**config.mk**
```make
export PLATFORM = sky130hd
export DESIGN_NAME = jk_sync_counter_param
export DESIGN_NICKNAME = d
export VERILOG_FILES = /design/src/rtl/jk_sync_counter_param.sv
export SDC_FILE = /design/constraint.sdc
export NUM_CORES = 1
export LEC_CHECK = 0
export ABC_AREA = 1
export CORE_AREA = 5 5 42 44
export CTS_BUF_LIST = sky130_fd_sc_hd__clkbuf_8
export DETAILED_ROUTE_END_ITERATION = 10
export DIE_AREA = 0 0 47 49
export HOLD_SLACK_MARGIN = 0.05
export PLACE_DENSITY = 0.59
export RECOVER_POWER = 50
export SYNTH_ARGS = -nofsm -noshare
export SYNTH_HDL_FRONTEND = slang
export SYNTH_SLANG_ARGS = --single-unit
```
**constraint.sdc**
```tcl
create_clock -name clk -period 1.5 [get_ports clk]
set_input_delay 0.225 -clock clk [delete_from_list [all_inputs] [get_ports clk]]
set_output_delay 0.225 -clock clk [all_outputs]
set_load 0.01 [all_outputs]
```
**src/rtl/jk_sync_counter_param.sv**
```systemverilog
// Parametrised modulo-N up/down counter built from per-bit JK cells with synchronous clamped load.
// Optional feature macro: JKCNT_SATURATE_EN (saturate at the count limits instead of wrapping).
module jk_sync_counter_param #(
    parameter int WIDTH   = 4,
    parameter int MODULUS = 16
) (
    input  logic             clk,
    input  logic             rst_n,
    input  logic             en,
    input  logic             up_dn,
    input  logic             load,
    input  logic [WIDTH-1:0] d,
    output logic [WIDTH-1:0] q,
    output logic [WIDTH-1:0] qbar,
    output logic             tc,
    output logic             wrap
);

    localparam logic [WIDTH-1:0] LP_MAX = WIDTH'(MODULUS - 1);
    localparam logic [WIDTH:0]   LP_MOD = (WIDTH + 1)'(MODULUS);

    logic [WIDTH-1:0] r_q;
    logic             r_wrap;
    logic [WIDTH-1:0] w_dl;
    logic [WIDTH-1:0] w_tup;
    logic [WIDTH-1:0] w_tdn;
    logic [WIDTH-1:0] w_j;
    logic [WIDTH-1:0] w_k;
    logic [WIDTH-1:0] w_q_nxt;
    logic             w_at_lim;
    logic             w_lim_evt;

    // Out-of-range load values clamp to the top of the count range.
    assign w_dl      = ({1'b0, d} < LP_MOD) ? d : LP_MAX;
    assign w_at_lim  = up_dn ? (r_q == LP_MAX) : (r_q == '0);
    assign w_lim_evt = en & ~load & w_at_lim;

`ifndef JKCNT_SATURATE_EN
    logic [WIDTH-1:0] w_tgt;
    assign w_tgt = up_dn ? '0 : LP_MAX;
`endif

    always_comb begin
        w_tup[0] = 1'b1;
        w_tdn[0] = 1'b1;
        for (int i = 1; i < WIDTH; i++) begin
            w_tup[i] = w_tup[i-1] & r_q[i-1];
            w_tdn[i] = w_tdn[i-1] & ~r_q[i-1];
        end
    end

    always_comb begin
        for (int i = 0; i < WIDTH; i++) begin
            w_j[i] = 1'b0;
            w_k[i] = 1'b0;
            if (load) begin
                w_j[i] = w_dl[i];
                w_k[i] = ~w_dl[i];
            end else if (w_lim_evt) begin
`ifdef JKCNT_SATURATE_EN
                w_j[i] = 1'b0;
                w_k[i] = 1'b0;
`else
                // Force each cell straight to the wrap target so non-power-of-2 moduli work.
                w_j[i] = w_tgt[i] & ~r_q[i];
                w_k[i] = ~w_tgt[i] & r_q[i];
`endif
            end else if (en) begin
                w_j[i] = up_dn ? w_tup[i] : w_tdn[i];
                w_k[i] = up_dn ? w_tup[i] : w_tdn[i];
            end
        end
    end

    assign w_q_nxt = (w_j & ~r_q) | (~w_k & r_q);

    always_ff @(posedge clk or negedge rst_n) begin
        if (!rst_n) begin
            r_q    <= '0;
            r_wrap <= 1'b0;
        end else begin
            r_q    <= w_q_nxt;
`ifdef JKCNT_SATURATE_EN
            r_wrap <= 1'b0;
`else
            r_wrap <= w_lim_evt;
`endif
        end
    end

    assign q    = r_q;
    assign qbar = ~r_q;
    assign tc   = w_lim_evt;
    assign wrap = r_wrap;

endmodule

```
After elaboration in Yosys (flattened, before gate mapping)

Index checks and enable logic that the tools add are counted.

Bits of input ports: 9
Output and inout port bits: 10
Register bits: 5
Word-level logic and storage cells: 61

Muxes and demuxes: 25
Bitwise operators: 32
Equality and inequality tests: 1
Reductions and logical operators: 1

Operators by type and width:

| operator             | number |
|---|---|
| $mux W1              | 24 |
| $and A1 B1 Y1        | 14 |
| $not A1 Y1           | 13 |
| $and A4 B4 Y4        | 2 |
| $not A4 Y4           | 2 |
| $eq A4 B4 Y1 const B | 1 |
| $logic_not A4 Y1     | 1 |
| $mux W4              | 1 |
| $or A4 B4 Y4         | 1 |

Logic depth before layout (Yosys ltp)

Gate-level depths: netlist of the first run.

Depth after elaboration: 10
Gate-level depth with buffers: 9
Depth with buffers taken out: 9

Least setup slack after synthesis of the first run

No wires, ideal clock.

Path kind: flip-flop to flip-flop
Start: register r_q[0] (netlist: q[0])
End: register r_q[1] (netlist: q[1])
Required time: 1383 ps
Clock period less this slack: 1403 ps
Buffers on the path: 0
Slack: 97 ps
Setup time: 117 ps
Cell stages (with the launch flop): 10
Arrival time: 1285 ps
Cell sequence: dfrtp_1 > inv_1 > ha_1 > inv_1 > nand2_1 > xor2_1 > inv_2 > nand2_1 > nand3_1 > nand2_1

Longest elaborated chain between the ends: 8
Elaborated cells between the ends (all ways): 15
Those cells by class: 1 x eq/ne; 7 x mux; 6 x bitwise; 1 x reduce/logical

Ends and longest elaborated chain:

| item                                            | line       | source |
|---|---|---|
| start, declared                                 | 22         | `logic [WIDTH-1:0] r_q;` |
| start signal, assigned                          | 82         | `r_q <= w_q_nxt;` |
| $eq A4 B4 Y1, or another cell as far along      | 35         | `assign w_at_lim = up_dn ? (r_q == LP_MAX) : (r_q == '0);` |
| $mux W1, on equally long branches               | 35, 69, 70 |  |
| $and A1 B1 Y1 / $mux W1 (equally long branches) | 36, 68     |  |
| $mux W1                                         | 59         | `end else if (w_lim_evt) begin` |
| $mux W1                                         | 56         | `if (load) begin` |
| $not A4 Y4                                      | 75         | `assign w_q_nxt = (w_j & ~r_q) \| (~w_k & r_q);` |
| $and A4 B4 Y4                                   | 75         |  |
| $or A4 B4 Y4 (*)                                | 75         |  |
| via w_q_nxt[1]                                  | 29         | `logic [WIDTH-1:0] w_q_nxt;` |

Mark *: on every way through the listed nets, which the timed path passes. The rest lies on a longest branch.

Worst setup path in the final report of the first run

Start: register r_q[3] (netlist: q[3])
End: output port q[3]

RTL lines:

| item          | line | source |
|---|---|---|
| end, declared | 13   | `output logic [WIDTH-1:0] q,` |

No word-level cell between the ends.

==> impl_metrics.toml, run 1 <==
[setup_path]
worstPathCellList = "buf_4 -> clkdlybuf4s50_1"
arrival_ps = 1200
worst_setup_path_start_kind = "flop"
worstSetupPathType = "flop to primary output"
max_stage_delay_ps = 530
path_buf_inv = 2
required_ps = 1270
cp_max_fo = 3
end_kind = "primary output"
cp_slowest_cell = "clkdlybuf4s50_1"
path_delay_family = "buffers and inverters"

[finish]
fin_nets = 113
area_growth_pct = 83.0
layout-drive-gt1-share_pct = 25.7
antenna_cells = 0
final_cell_mix = "nand2_1, inv_1, buf_4, nand3_1, clkdlybuf4s50_1"
final_common_cell = "nand2_1"
fillerInstances = 147
stdcell_count = 117

[floorplanning]
fp.dieArea_um2 = 2300
die_x_um = 47
core-area_um2 = 1400
initial_utilization_pct = 29.5
die_y_um = 49
ioPinCount = 19
rows = 14

[cts]
clk_root_buffer_cell = "clkbuf_8"
clkTransAtPathRegs_ps = 40
htree_levels = 1
clock_sinks = 5
cts_buffer_depth = 2
tritoncts = "built"
clock_latency_ps = 220
numCtsBuffers = 3
post-cts-setup-buffers = 0
ctsHoldBuffers = 0

[timing]
drv_slew = 0
slew_headroom_pct = 82.8
min_period_over_period_pct = 94.8
tns_ps = 0
period_minus_slack_ps = 1420
final-hold-violation-count = 0
fmax_ghz = 0.703
rsz0062_at_grt = "true"
skew_ps = 0.242
worstMarginPinSlew_ps = 256
setup_viol = 0
finalWorstSetupSlack_ps = 77.8

[logic_synthesis]
synth_cells = 66
yosys_register_bits = 5
synth.avg_cell_area_um2 = 6.26
netlist_area_um2 = 413
ys_types = 15
yosysSeqAreaShare_pct = 30.3
synth_warnings = 0
syn-num-nets = 77

[hold_path]
min_path_type = "input port to asynchronous set/reset pin"

[place]
portBuffers = 18
dp_hpwl_um = 1020
routabilityCongestion = 0.757
dp_cells = 113
pre_cts_slack_ps = -423

[global_route]
grt_pass1_vias = 510
grt-ovfl-total = 0
top_usage_layer = "met2"
grt_pass1_wl_um = 2160
grt_usage_pct = 12.4
use_met1_pct = 16.2
use_met3_pct = 4.06
use_met2_pct = 18.8
antenna_found_initial = 0
grt_max_degree = 7

[route]
vias = 511
viasPerCell = 4.37
avgRoutedWirePerCell_um = 10.3
dr.pass1.iters = 4
drt_iter0_drc = 4
ant_nets = 0
remaining_drc_errors = 0
drt_wl_total_um = 1200

[power]
total_power_uw = 645
cellPowerDensity_nw_per_um2 = 854
leakagePower_nw = 0.431
ir_worst_vdd_v = 0.000491

[run]
cap_violations = 0

[outcome]
outcome = "finished clean"
-- synth_stat cells --
cell,count,area (um2)
o21ai_0,1,5.00
nand4_1,1,6.26
nand2_1,21,78.8
inv_2,2,7.51
or2_1,2,12.5
a21boi_1,1,7.51
xor2_1,1,8.76
nor3_1,1,5.00
nand2_2,2,12.5
dfrtp_1,5,125
nor2_4,1,11.3
ha_1,2,25.0
nor2_1,4,15.0
inv_1,14,52.6
nand3_1,8,40.0
-- kinds of logic (layout without fill, tap and decap cells) --
group,count (synthesis),in the layout,synth area share [%]
xor gates and xnor gates,1,1,2.12
buffers and inverters,16,51,14.5
and+or+nand+nor,40,40,43.9
adders and majority gates,2,2,6.06
DFF,5,5,30.3
AOI/OAI and AO/OA,2,2,3.03
-- where the power goes --
group | leakage, nW | switching, mW | internal (mW) | total (mW)
combinational | 0.344 | 0.115 | 0.126 | 0.241
sequential | 0.0605 | 0.0135 | 0.150 | 0.163
clock | 0.0269 | 0.0653 | 0.175 | 0.241
-- cell type report --
class                           count  area [um2]  area share, %
Clock buffer                        3        41.3           5.46
Clock inverter                      1        3.75          0.497
Timing Repair Buffer               31         273           36.1
Inverter                           16        60.1           7.95
Sequential cell                     5         125           16.6
Tap cell                           16        20.0           2.65
Multi-Input combinational cell     45         233           30.8
-- final timing paths --
check                       from    to  slack (ps)  cells after the start
max                         q[3]  q[3]          80                      2
min                        rst_n  q[2]         320                      1
max reg2reg                 q[0]  q[1]          80                     10
min reg2reg                 q[3]  q[3]         690                      5
max in group asynchronous  rst_n  q[0]         980                      1
min in group clk            d[1]  q[1]         560                      3
-- registers in the layout, summed over array words and instances (netlist names) --
name / flops
wrap: 1
q: 4
-- per-layer routing --
| metal | up-vias | part of all wire (%) |
|---|---|---|
| met5 | - | 0 |
| met1 | 234 | 44 |
| met4 | 0 | 0 |
| met2 | 10 | 50 |
| li1 | 267 | - |
| met3 | 0 | 5.7 |
-- what timing repair did --
action,in CTS,in global routing
pin swaps,1,0
gates resized for setup,11,7
setup endpoints to repair,7,4
-- metrics by stage --
step	cell area, um2	utilization [%]	hold WS, ps
floorplan	413	-	-70.6
global placement	711	50.7	463
detailed placement	711	50.7	477
CTS	747	53.3	246
global route	756	53.9	317
finish	756	53.9	315
Note: power is estimated with default switching activity, not from simulation.
==> inputs of run 2 (changes only) <==
CORE_AREA = 2 2 39 41   (was 5 5 42 44)
CTS_BUF_LIST = sky130_fd_sc_hd__clkbuf_8 sky130_fd_sc_hd__clkbuf_16   (was sky130_fd_sc_hd__clkbuf_8)
DIE_AREA = 0 0 41 43   (was 0 0 47 49)
==> run 2 against run 1 <==
  * Die area down 23%
  * Register-to-register slack better by 20 ps
  * Critical path depth up 4
  * First-iteration DRC count unchanged
  * Largest cell class unchanged
==> impl_metrics.toml, run 2 (synthesis results as in run 1) <==
[place]
portBuffers = 18
placed_area_um2 = 711
pre_cts_slack_ps = -400
dp_hpwl_um = 846
routabilityCongestion = 0.790
dp_cells = 113

[setup_path]
reg2reg_slack_ps = 100
worstPathCellList = "nor2_2 -> nand3_2 -> nand2_2 -> nand2_1 -> inv_1 -> buf_2"
max_stage_delay_ps = 410
timing.rr.end = "q[1]"
worst_setup_path_start_kind = "flop"
end_kind = "primary output"
worstSetupPathType = "flop to primary output"
cp_slowest_cell = "dfrtp_1"
rr_worst_depth = 10
r2r_start = "q[0]"
required_ps = 1270
cp_max_fo = 4
arrival_ps = 1210

[route]
vias = 470
dr.pass1.iters = 4
drt_iter0_drc = 4
ant_nets = 0
drt_wl_total_um = 1000
avgRoutedWirePerCell_um = 8.56
viasPerCell = 4.02
remaining_drc_errors = 0

[floorplanning]
die_x_um = 41
rows = 14
core-area_um2 = 1380
ioPinCount = 19
fp.dieArea_um2 = 1760
initial_utilization_pct = 29.8
die_y_um = 43

[cts]
numCtsBuffers = 3
cts_buffer_depth = 2
clock_latency_ps = 220
post-cts-setup-buffers = 0
clkTransAtPathRegs_ps = 30
clk_root_buffer_cell = "clkbuf_8"
ctsHoldBuffers = 0
tritoncts = "built"
clock_sinks = 5
htree_levels = 1

[timing]
setup_viol = 0
worstMarginPinSlew_ps = 218
tns_ps = 0
min_period_over_period_pct = 95.7
finalWorstSetupSlack_ps = 65.2
fmax_ghz = 0.697
drv_slew = 0
fin_hold_ws_ps = 295
skew_ps = 0.715
final-hold-violation-count = 0
rsz0062_at_grt = "true"
slew_headroom_pct = 85.3
period_minus_slack_ps = 1430

[global_route]
grt_pass1_vias = 430
grt_usage_pct = 14.2
grt-ovfl-total = 0
grt_pass1_wl_um = 1710
grt_max_degree = 7
antenna_found_initial = 0

[finish]
final_cell_area_um2 = 762
antenna_cells = 0
fin_nets = 113
stdcell_count = 117
layout-drive-gt1-share_pct = 25.7
area_growth_pct = 84.5
fillerInstances = 142
fin_util_pct = 55.1
final_cell_mix = "nand2_1, inv_1, buf_4, clkdlybuf4s50_1, nand3_1"
largest_reg_flops = 4
final_common_cell = "nand2_1"

[outcome]
outcome = "finished clean"

[power]
cellPowerDensity_nw_per_um2 = 842
ir_worst_vdd_v = 0.000516
leakagePower_nw = 0.451
total_power_uw = 642

[hold_path]
min_path_type = "input port to asynchronous set/reset pin"

[run]
cap_violations = 0
[run 2: what timing repair did]
| action | in CTS | in global routing |
|---|---|---|
| gates resized for setup | 11 | 6 |
| setup endpoints to repair | 7 | 4 |
| pin swaps | 0 | 1 |
[run 2: metal layers]
layer	vias to the layer above	part of all wire [%]	global-route usage, %
met2	9	45	20.6
li1	269	-	-
met3	2	3.2	1.57
met5	-	0	0
met4	0	2.3	8.00
met1	190	49	19.6
[run 2: worst max path at each step]
stage / from / end / slack, ps
2_1_floorplan: q[0] / q[1] / 100
3_3_place_gp: up_dn / tc / -410
4_1_cts: q[0] / tc / -40
3_5_place_dp: up_dn / tc / -400
6_report: q[1] / tc / 70
5_1_grt: q[1] / tc / -20
[run 2: cell type report]
class                   instances  area, um2  share of cell area (%)
well taps                      16       20.0                    2.63
clock inverters                 1       3.75                   0.493
flip-flops and latches          5        125                    16.4
multi-input cells              45        238                    31.2
inverters                      16       60.1                    7.88
clock buffers                   3       41.3                    5.42
repair buffers                 31        274                    36.0
[run 2: critical path: cells and delay by family (launching register included)]
kind	cells	cell delay, ps
flip-flops	1	410
buffers and inverters	2	190
AND/OR/NAND/NOR	4	390
[run 2: power breakdown]
part           total (mW)  switching [mW]  internal (mW)
sequential          0.165          0.0153          0.150
combinational       0.239           0.110          0.130
clock               0.237          0.0619          0.175
